<file path="config.mk">
export PLATFORM = sky130hd
export DESIGN_NAME = list_unlink
export DESIGN_NICKNAME = d
export VERILOG_FILES = /design/src/rtl/list_pkg.sv /design/src/rtl/list_unlink.sv
export SDC_FILE = /design/constraint.sdc
export NUM_CORES = 1
export LEC_CHECK = 0
export ABC_AREA = 1
export CAP_MARGIN = 20
export CORE_AREA = 2 2 154 81
export CTS_CLUSTER_SIZE = 10
export DETAILED_ROUTE_END_ITERATION = 12
export DIE_AREA = 0 0 156 83
export PLACE_DENSITY_LB_ADDON = 0.2
export SLEW_MARGIN = 20
export SYNTH_ARGS = -nofsm -noshare
export SYNTH_HDL_FRONTEND = slang
export SYNTH_SLANG_ARGS = --single-unit
export TNS_END_PERCENT = 1
</file>
<file path="constraint.sdc">
create_clock -name aclk -period 2.2 [get_ports aclk]
set_input_delay 0.22 -clock aclk [delete_from_list [all_inputs] [get_ports aclk]]
set_output_delay 0.22 -clock aclk [all_outputs]
set_load 0.05 [all_outputs]
</file>
<file path="src/rtl/list_pkg.sv">
// ============================================================================
// list_pkg : state encoding and record field layout for list_unlink
// Rev 1.0
// ============================================================================
`default_nettype none

package list_pkg;

    localparam logic [2:0] c_S_IDLE    = 3'd0;
    localparam logic [2:0] c_S_RD_ITEM = 3'd1;
    localparam logic [2:0] c_S_RD_PRI  = 3'd2;
    localparam logic [2:0] c_S_WR_PREV = 3'd3;
    localparam logic [2:0] c_S_WR_NEXT = 3'd4;
    localparam logic [2:0] c_S_WR_PRI  = 3'd5;
    localparam logic [2:0] c_S_DONE    = 3'd6;

    // Item record {payload, prio, prev, next}; priority record {head, tail, count}.
    function automatic int item_width(input int id_w, input int prio_w, input int payload_w);
        return payload_w + prio_w + 2 * id_w;
    endfunction

    function automatic int item_next_lsb();
        return 0;
    endfunction

    function automatic int item_prev_lsb(input int id_w);
        return id_w;
    endfunction

    function automatic int item_prio_lsb(input int id_w);
        return 2 * id_w;
    endfunction

    function automatic int item_payload_lsb(input int id_w, input int prio_w);
        return 2 * id_w + prio_w;
    endfunction

    function automatic int pri_count_lsb();
        return 0;
    endfunction

    function automatic int pri_tail_lsb(input int id_w);
        return id_w;
    endfunction

    function automatic int pri_head_lsb(input int id_w);
        return 2 * id_w;
    endfunction

endpackage

`default_nettype wire

</file>
<file path="src/rtl/list_unlink.sv">
// ============================================================================
// list_unlink : removes one item from a circular doubly linked priority list
// Rev 1.0
// ============================================================================
`default_nettype none

module list_unlink
    import list_pkg::*;
#(
    parameter int ID_W      = 8,
    parameter int PRIO_W    = 6,
    parameter int PAYLOAD_W = 32
) (
    input  logic                              aclk,
    input  logic                              areset,
    input  logic                              start,
    input  logic                              mode,
    input  logic [ID_W-1:0]                   id_in,
    input  logic [PRIO_W-1:0]                 prio_in,
    output logic                              busy,
    output logic                              done,
    output logic                              err,
    output logic [ID_W-1:0]                   id_out,
    output logic [PRIO_W-1:0]                 prio_out,
    output logic [PAYLOAD_W-1:0]              payload_out,
    output logic                              pri_empty,
    output logic [ID_W-1:0]                   item_addr,
    input  logic [PAYLOAD_W+PRIO_W+2*ID_W-1:0] item_rdata,
    output logic [PAYLOAD_W+PRIO_W+2*ID_W-1:0] item_wdata,
    output logic                              item_we_prev,
    output logic                              item_we_next,
    output logic [PRIO_W-1:0]                 pri_addr,
    input  logic [3*ID_W-1:0]                 pri_rdata,
    output logic [3*ID_W-1:0]                 pri_wdata,
    output logic                              pri_we
);

    localparam int c_NEXT_LSB  = item_next_lsb();
    localparam int c_PREV_LSB  = item_prev_lsb(ID_W);
    localparam int c_PRIO_LSB  = item_prio_lsb(ID_W);
    localparam int c_PAY_LSB   = item_payload_lsb(ID_W, PRIO_W);
    localparam int c_CNT_LSB   = pri_count_lsb();
    localparam int c_TAIL_LSB  = pri_tail_lsb(ID_W);
    localparam int c_HEAD_LSB  = pri_head_lsb(ID_W);
    localparam logic [ID_W-1:0] c_ZERO = '0;
    localparam logic [ID_W-1:0] c_ONE  = ID_W'(1);

    logic [2:0]           r_state;
    logic [2:0]           w_state_nxt;
    logic                 r_mode;
    logic                 r_err;
    logic [ID_W-1:0]      r_id;
    logic [PRIO_W-1:0]    r_prio;
    logic [PAYLOAD_W-1:0] r_payload;
    logic [ID_W-1:0]      r_prev;
    logic [ID_W-1:0]      r_next;
    logic [ID_W-1:0]      r_head;
    logic [ID_W-1:0]      r_tail;
    logic [ID_W-1:0]      r_count;

    logic [ID_W-1:0]      w_rd_head;
    logic [ID_W-1:0]      w_rd_tail;
    logic [ID_W-1:0]      w_rd_count;
    logic [ID_W-1:0]      w_head_new;
    logic [ID_W-1:0]      w_tail_new;
    logic                 w_run;

    assign w_rd_head  = pri_rdata[c_HEAD_LSB +: ID_W];
    assign w_rd_tail  = pri_rdata[c_TAIL_LSB +: ID_W];
    assign w_rd_count = pri_rdata[c_CNT_LSB  +: ID_W];

    always_ff @(posedge aclk) begin
        if (areset) begin
            r_state   <= c_S_IDLE;
            r_mode    <= 1'b0;
            r_err     <= 1'b0;
            r_id      <= '0;
            r_prio    <= '0;
            r_payload <= '0;
            r_prev    <= '0;
            r_next    <= '0;
            r_head    <= '0;
            r_tail    <= '0;
            r_count   <= '0;
        end else begin
            r_state <= w_state_nxt;
            case (r_state)
                c_S_IDLE: begin
                    if (start) begin
                        r_mode <= mode;
                        r_id   <= id_in;
                        r_prio <= prio_in;
                        r_err  <= 1'b0;
                    end
                end
                c_S_RD_ITEM: begin
                    if (!r_err) begin
                        r_payload <= item_rdata[c_PAY_LSB  +: PAYLOAD_W];
                        r_prev    <= item_rdata[c_PREV_LSB +: ID_W];
                        r_next    <= item_rdata[c_NEXT_LSB +: ID_W];
                        if (!r_mode) begin
                            r_prio <= item_rdata[c_PRIO_LSB +: PRIO_W];
                        end
                    end
                end
                c_S_RD_PRI: begin
                    r_head  <= w_rd_head;
                    r_tail  <= w_rd_tail;
                    r_count <= w_rd_count;
                    if (w_rd_count == c_ZERO) begin
                        r_err <= 1'b1;
                    end else if (r_mode) begin
                        r_id <= w_rd_head;
                    end
                end
                default: ;
            endcase
        end
    end

    // An empty pop still passes through RD_ITEM (writes suppressed) so both
    // modes report err with the same latency.
    always_comb begin
        w_state_nxt = r_state;
        case (r_state)
            c_S_IDLE: begin
                if (start) begin
                    w_state_nxt = mode ? c_S_RD_PRI : c_S_RD_ITEM;
                end
            end
            c_S_RD_ITEM: begin
                if (r_err) begin
                    w_state_nxt = c_S_DONE;
                end else if (!r_mode) begin
                    w_state_nxt = c_S_RD_PRI;
                end else begin
                    w_state_nxt = (r_count > c_ONE) ? c_S_WR_PREV : c_S_WR_PRI;
                end
            end
            c_S_RD_PRI: begin
                if (w_rd_count == c_ZERO) begin
                    w_state_nxt = r_mode ? c_S_RD_ITEM : c_S_DONE;
                end else if (r_mode) begin
                    w_state_nxt = c_S_RD_ITEM;
                end else begin
                    w_state_nxt = (w_rd_count > c_ONE) ? c_S_WR_PREV : c_S_WR_PRI;
                end
            end
            c_S_WR_PREV: w_state_nxt = c_S_WR_NEXT;
            c_S_WR_NEXT: w_state_nxt = c_S_WR_PRI;
            c_S_WR_PRI:  w_state_nxt = c_S_DONE;
            c_S_DONE:    w_state_nxt = c_S_IDLE;
            default:     w_state_nxt = c_S_IDLE;
        endcase
    end

    // Status and enables are masked during reset so an abandoned op never writes.
    assign w_run = ~areset;

    assign busy         = w_run & (r_state != c_S_IDLE);
    assign done         = w_run & (r_state == c_S_DONE);
    assign err          = done & r_err;
    assign pri_empty    = done & ~r_err & (r_count == c_ONE);
    assign item_we_next = w_run & (r_state == c_S_WR_PREV);
    assign item_we_prev = w_run & (r_state == c_S_WR_NEXT);
    assign pri_we       = w_run & (r_state == c_S_WR_PRI);

    assign id_out      = r_id;
    assign prio_out    = r_prio;
    assign payload_out = r_payload;
    assign pri_addr    = r_prio;

    always_comb begin
        item_addr = r_id;
        case (r_state)
            c_S_WR_PREV: item_addr = r_prev;
            c_S_WR_NEXT: item_addr = r_next;
            default:     item_addr = r_id;
        endcase
    end

    // Both link fields always carry their own values, so prev == next needs no special case.
    assign item_wdata = {r_payload, r_prio, r_prev, r_next};

    assign w_head_new = (r_head == r_id) ? r_next : r_head;
    assign w_tail_new = (r_tail == r_id) ? r_prev : r_tail;
    assign pri_wdata  = (r_count == c_ONE) ? '0 : {w_head_new, w_tail_new, r_count - c_ONE};

endmodule

`default_nettype wire
</file>
==> results.ini, run 1 <==
[timing]
worstMarginPinSlew_ps = 581
drv_slew = 0
rsz0062_at_grt = yes
fin_skew_ps = 9.27
finalCritPeriodShare = 0.944
hold_violations = 0
layout_setup_ws_ps = 123
fin_crit_ps = 2080
max_slew_margin = 0.611
max_freq_ghz = 0.481
finalSetupViolations = 0

[clock_tree]
cts_tree = built
clock_latency_ps = 340
clk_pin_slew_ps = 70
cts_sinks = 91
cts_setup_buffers = 0
cts_made_buffers = 9
clockRootBuffer = clkbuf_16
cts_max_level = 3
postCtsHoldBufs = 0
clockBufferDepth = 2

[yosys]
synth_area_leaders = dfxtp_1 (36%), nand2_1 (12%), nor2_1 (11%), buf_4 (7.2%), o21ai_0 (6.5%)
synth_top_area_frac = 0.359
synth_cells = 792
yosysUniqueCellTypes = 30
syn_avg_cell_area_um2 = 6.41
synth_seq_cells = 91
synth_nets = 890
ys_seq_area_frac = 0.359
syn_area_um2 = 5080
yosysTopAreaCell = dfxtp_1
yosysWarnings = 0

[worst_setup_path]
reg2regPathDepth = 10
reg2reg_slack_ps = 470
arrival_ps = 1860
crit_path_start_kind = register
crit_path_max_fanout = 17
worstPathRequired_ps = 1980
crit_path_end_kind = output pin
path_class = reg2out

[global_routing]
grt_antenna_before_repair = 0
grt_pass1_vias = 5298
grt_start_max_net_pins = 67
gr-usage-all-layers = 0.265
grt_first_pass_wirelength_mm = 27.6
overflow = 0

[floorplanning]
die_y_um = 83
rows = 28
coreArea_um2 = 11500
die_area_um2 = 12900
start_util = 0.441
fp.dieW_um = 156
pin_count = 241

[drt]
wl_per_cell_um = 15.3
drt-vias-per-instance = 4.96
vias = 5619
drc = 0
drt_first_iter_violations = 434
ant_nets = 0
dr.pass1.iters = 5
drt_wl_total_mm = 17.4

[pwr]
leakage_nw = 3.48
peakVddDrop_mv = 0.925
power.density_nw_per_um2 = 1450
p_total_mw = 11.6

[final_layout]
regArea_um2 = 1840
nets = 1076
drive_gt1_frac = 0.111
area_delta_synth_final_pct = 57.5
antenna_cells = 0
fillers = 999
multi_input_area_um2 = 2420
finish.utilization = 0.694

[placement]
routabilityCongestion = 0.920
port_buffers = 240
pre_cts_ws_ps = 325
dpl.hpwl_mm = 13.3

[outcome]
status = finished clean

[hold_path]
hold_path.class = in2reg
hold_depth = 3

[run]
drv_cap = 0

[flip-flops by register name (all words and copies together) (netlist names)]
signal,cells
r_mode,1
r_tail,8
r_head,8
r_next,8
r_count,8
pri_addr,6
payload_out,32
r_prev,8
id_out,8
r_err,1
r_state,3
[routing by layer]
| layer | GRT usage | vias to the layer above | share of wire |
|---|---|---|---|
| met5 | 0 | - | 0 |
| met1 | 0.383 | 2522 | 0.46 |
| met2 | 0.384 | 262 | 0.41 |
| met4 | 0.0525 | 0 | 0.0066 |
| li1 | - | 2825 | - |
| met3 | 0.0861 | 10 | 0.12 |
[cells in the mapped netlist]
cell and instances:
nor2_4 1, nand3_1 45, buf_1 1, a21oi_4 1, clkbuf_1 12, buf_4 49, nand2_1 168, buf_2 14
ha_1 2, nor2_2 3, o221ai_1 8, nand3b_1 1, nand2_4 1, dfxtp_1 91, o21ai_0 66, nand2_2 3
clkinv_1 1, nor2_8 1, inv_2 6, o21ai_1 6, xnor2_1 2, and2_1 1, o211ai_1 1, inv_1 79
or2_2 1, buf_6 5, nor2_1 151, nor3_1 3, nand4_1 8, a21oi_1 61
[cell type report]
class / count / area share
flip-flops and latches: 91 / 0.230
clock buffers: 10 / 0.0299
repair buffers: 256 / 0.364
well taps: 150 / 0.0235
clock inverters: 6 / 0.00908
multi-input cells: 534 / 0.303
inverters: 86 / 0.0404
[cell usage in the layout (no fill, tap or decap), drive strengths merged]
cell type / synthesis / final
dlymetal6s2s: 0 / 1
o21ai: 72 / 72
xnor2: 2 / 2
inv: 85 / 88
o211ai: 1 / 1
nor2: 156 / 156
nor3: 3 / 3
or2: 1 / 1
a21oi: 62 / 62
nand4: 8 / 8
and2: 1 / 1
dfxtp: 91 / 91
clkbuf: 12 / 10
ha: 2 / 2
bufinv: 0 / 1
clkinv: 1 / 3
o221ai: 8 / 8
nand3b: 1 / 1
nand3: 45 / 45
buf: 69 / 54
clkdlybuf4s50: 0 / 201
nand2: 172 / 172
[path summary, 6_finish.rpt]
kind | start | end
worst min register to register | r_tail[3]$_SDFFE_PP0P_ | r_tail[3]$_SDFFE_PP0P_
worst max-delay path | r_count[1]$_SDFFE_PP0P_ | pri_wdata[7]
worst min-delay path | item_rdata[25] | payload_out[3]$_SDFFE_PP0P_
worst max register to register | r_state[2]$_SDFFE_PP0N_ | pri_addr[1]$_SDFFE_PP0P_
[report_power, final]
part           internal, mW  leakage, nW  switching (mW)  total, mW
clock network         0.926        0.155           0.679       1.61
registers              2.03        0.750           0.373       2.40
logic                  2.77         2.57            4.82       7.59
[per-stage QoR]
step / hold slack, ps / cells / setup TNS, ps / area (um2)
finish: 463 / 1133 / 0 / 8000
global route: 455 / 1133 / -27.2 / 8000
CTS: 452 / 1133 / 0 / 7970
detailed placement: 483 / 1117 / 0 / 7640
global placement: 479 / 1117 / 0 / 7640
floorplan: 289 / 792 / -3190 / 5090
[critical path, cell delays in order, from the launching register on]
cell	delay, ps
dfxtp_1	310
inv_1	110
ha_1	190
nand2_1	70
nor2_2	230
inv_2	120
buf_8	170
o21ai_0	70
nor2_1	90
buf_12	150
[what timing repair did]
| item | in CTS | in global routing |
|---|---|---|
| gates cloned | 0 | 0 |
| endpoints found under the setup margin | 17 | 19 |
| resized for setup | 7 | 17 |
[cell families after synthesis]
family | Yosys count | share of synthesized area
AND/OR/NAND/NOR | 387 | 0.313
buffers and inverters | 167 | 0.171
AO/OA/AOI/OAI | 143 | 0.150
flip-flops | 91 | 0.359
XOR/XNOR | 2 | 0.00345
adder cells (fa/ha/maj) | 2 | 0.00493
Power figures use the tool's default switching activity.
==> run 2: changes to the inputs <==
--- a/config.mk
+++ b/config.mk
@@ -8,6 +8,7 @@
 export ABC_AREA = 1
 export CAP_MARGIN = 20
 export CORE_AREA = 2 2 154 81
+export CTS_CLUSTER_DIAMETER = 150
 export CTS_CLUSTER_SIZE = 10
 export DETAILED_ROUTE_END_ITERATION = 12
 export DIE_AREA = 0 0 156 83
==> results of run 2 <==
Final layout, timing and power as in run 1 (identical DEF).
==> run 3: changes to the inputs <==
--- a/config.mk
+++ b/config.mk
@@ -12,7 +12,7 @@
 export CTS_CLUSTER_SIZE = 10
 export DETAILED_ROUTE_END_ITERATION = 12
 export DIE_AREA = 0 0 156 83
-export PLACE_DENSITY_LB_ADDON = 0.2
+export PLACE_DENSITY = 0.85
 export SLEW_MARGIN = 20
 export SYNTH_ARGS = -nofsm -noshare
 export SYNTH_HDL_FRONTEND = slang
==> run 3 against run 2 <==
- critical path depth is 1 lower
- die area stayed put
- core utilization is 0.48 points higher
- hold slack worse by 11 ps
- worst setup slack worse by 86 ps
- wire length is 4.8% higher
- sequential power hardly changed
- first-iteration DRC count is 12% higher
- design area is 0.69% higher
- critical endpoint is now pri_wdata[6]
- largest cell class unchanged
==> results.ini, run 3 (same netlist as run 1, synthesis figures left out) <==
[drt]
drt_first_iter_violations = 484  ; +12%
vias = 5756  ; +2.4%
dr.pass1.iters = 6  ; +1
drc = 0  ; unchanged
drt-vias-per-instance = 5.05  ; +1.9%
drt_wl_total_mm = 18.2  ; +4.8%
ant_nets = 0  ; unchanged
wl_per_cell_um = 16.0  ; +4.2%

[floorplanning]
rows = 28  ; unchanged
coreArea_um2 = 11500  ; unchanged
die_area_um2 = 12900  ; unchanged
start_util = 0.441  ; unchanged
fp.dieW_um = 156  ; unchanged
pin_count = 241  ; unchanged
die_y_um = 83  ; unchanged

[final_layout]
antenna_cells = 0  ; unchanged
fillers = 953  ; -4.6%
drive_gt1_frac = 0.123  ; +0.0125
largest_reg_flops = 32  ; unchanged
area_delta_synth_final_pct = 58.6
final_common_cell = clkdlybuf4s50_1
final_cell_mix = clkdlybuf4s50_1 (201), nand2_1 (168), nor2_1 (137), dfxtp_1 (83), inv_1 (77)
nets = 1082  ; +0.56%
finish.utilization = 0.699  ; +0.00478

[timing]
drv_slew = 0  ; unchanged
finalCritPeriodShare = 0.983  ; +0.0390
fin_setup_tns_ps = 0  ; unchanged
fin_skew_ps = 7.83  ; -1.44 ps
max_slew_margin = 0.565  ; -0.0461
hold_violations = 0  ; unchanged
fin_crit_ps = 2160  ; +85.8 ps
layout_setup_ws_ps = 36.9  ; -85.8 ps
worstMarginPinSlew_ps = 651  ; +69.4 ps
hold_slack_ps = 453  ; -10.8 ps
finalSetupViolations = 0  ; unchanged
max_freq_ghz = 0.462  ; -4.0%

[global_routing]
grt_first_pass_wirelength_mm = 27.9  ; +1.2%
overflow = 0  ; unchanged
gr-usage-all-layers = 0.272  ; +0.00787
grt_antenna_before_repair = 0  ; unchanged
grt_start_max_net_pins = 59  ; -12%
grt_pass1_vias = 5120  ; -3.4%

[pwr]
power.density_nw_per_um2 = 1450  ; +0.30%
leakage_nw = 3.49  ; +0.34%
p_total_mw = 11.7  ; +0.99%
peakVddDrop_mv = 0.874  ; -5.5%

[placement]
port_buffers = 240  ; unchanged
dpl.hpwl_mm = 13.9  ; +5.0%
routabilityCongestion = 0.925  ; +0.52%
pre_cts_ws_ps = 134  ; -191 ps

[clock_tree]
cts_max_level = 3  ; unchanged
clockRootBuffer = clkbuf_16
clock_latency_ps = 350  ; about the same
cts_made_buffers = 9  ; unchanged
cts_sinks = 91  ; unchanged
clockBufferDepth = 2  ; unchanged
clk_pin_slew_ps = 70  ; about the same
cts_tree = built

[worst_setup_path]
crit_path_start_kind = register
critPathMaxStageDelay_ps = 330  ; +20 ps
crit_path_max_fanout = 5  ; -12
cp_top_family = simple AND/OR/NAND/NOR gates
path_class = reg2out
arrival_ps = 1940  ; +80 ps
timing.critical_path.buf_inv = 3  ; -1
cp_cell_sequence = nor2_1 -> nand2_1 -> nor2_4 -> clkinvlp_4 -> buf_4 -> o21ai_0 -> a21oi_2 -> buf_12
worstPathRequired_ps = 1980  ; about the same
slowest_stage = dfxtp_1
cp_num_cells = 8  ; -1
crit_path_end_kind = output pin
reg2regPathDepth = 10  ; unchanged

[run]
drv_cap = 0  ; unchanged

[hold_path]
hold_depth = 3  ; unchanged
hold_path.class = in2reg

[outcome]
status = finished clean

## run 3: cell types whose count changed in the layout (fill, tap and decap cells not counted), sizes merged
cell          previous run  this run
buf                     54        60
inv                     88        91
clkinv                   3         1
clkinvlp                 0         2
bufinv                   1         0
clkbuf                  10         9
dlymetal6s2s             1         0
## run 3: report_power, final
group	leakage (nW)	switching [mW]	total [mW]	internal, mW
combinational	2.60	4.95	7.77	2.83
clock	0.145	0.742	1.54	0.798
sequential	0.749	0.376	2.40	2.02
total	3.49	6.06	11.7	5.65
## run 3: final cells by class
class,count,area [um2],area share
Clock buffer,9,225,0.0280
Clock inverter,7,62.6,0.00777
Inverter,86,327,0.0406
Multi-Input combinational cell,534,2450,0.305
Sequential cell,91,1840,0.228
Tap cell,150,188,0.0233
Timing Repair Buffer,261,2950,0.366
Timing Repair inverter,1,7.51,0.000932
## run 3: timing repair
action,4_1_cts,5_1_grt
setup buffers,2,1
setup endpoints to repair,21,21
pin swaps,1,1
cloned,1,0
hold buffers,0,0
gates resized for setup,10,19
## run 3: metal layers
metal	GRT usage	part of all wire	vias up	wire, um
met3	0.119	0.13	13	2300
met2	0.399	0.43	301	7830
li1	-	-	2839	-
met5	0	0	-	0
met4	0.0267	0.0051	0	92
met1	0.382	0.44	2603	7970
## run 3: metrics by stage
stage,cells,area (um2)
6_report,1139,8050
5_1_grt,1139,8050
4_1_cts,1138,7990
3_5_place_dp,1119,7660
3_3_place_gp,1119,7660
2_1_floorplan,792,5090
## run 3: worst register-to-register path, cell delays in order, from the launching register on
cell and delay, ps:
dfxtp_1 410, inv_2 90, buf_4 190, nand3_1 240, buf_4 380, nand2_1 100
nand2_1 90, inv_1 50, nand3_1 90, nand2_1 80, nor2_1 90
## run 3: worst paths after layout
path,startpoint,end,slack [ps]
min reg2reg,r_tail[0]$_SDFFE_PP0P_,r_tail[0]$_SDFFE_PP0P_,490
max,r_count[7]$_SDFFE_PP0P_,pri_wdata[6],40
min,item_rdata[37],payload_out[15]$_SDFFE_PP0P_,450
max reg2reg,r_state[0]$_SDFFE_PP0N_,id_out[7]$_SDFFE_PP0P_,340
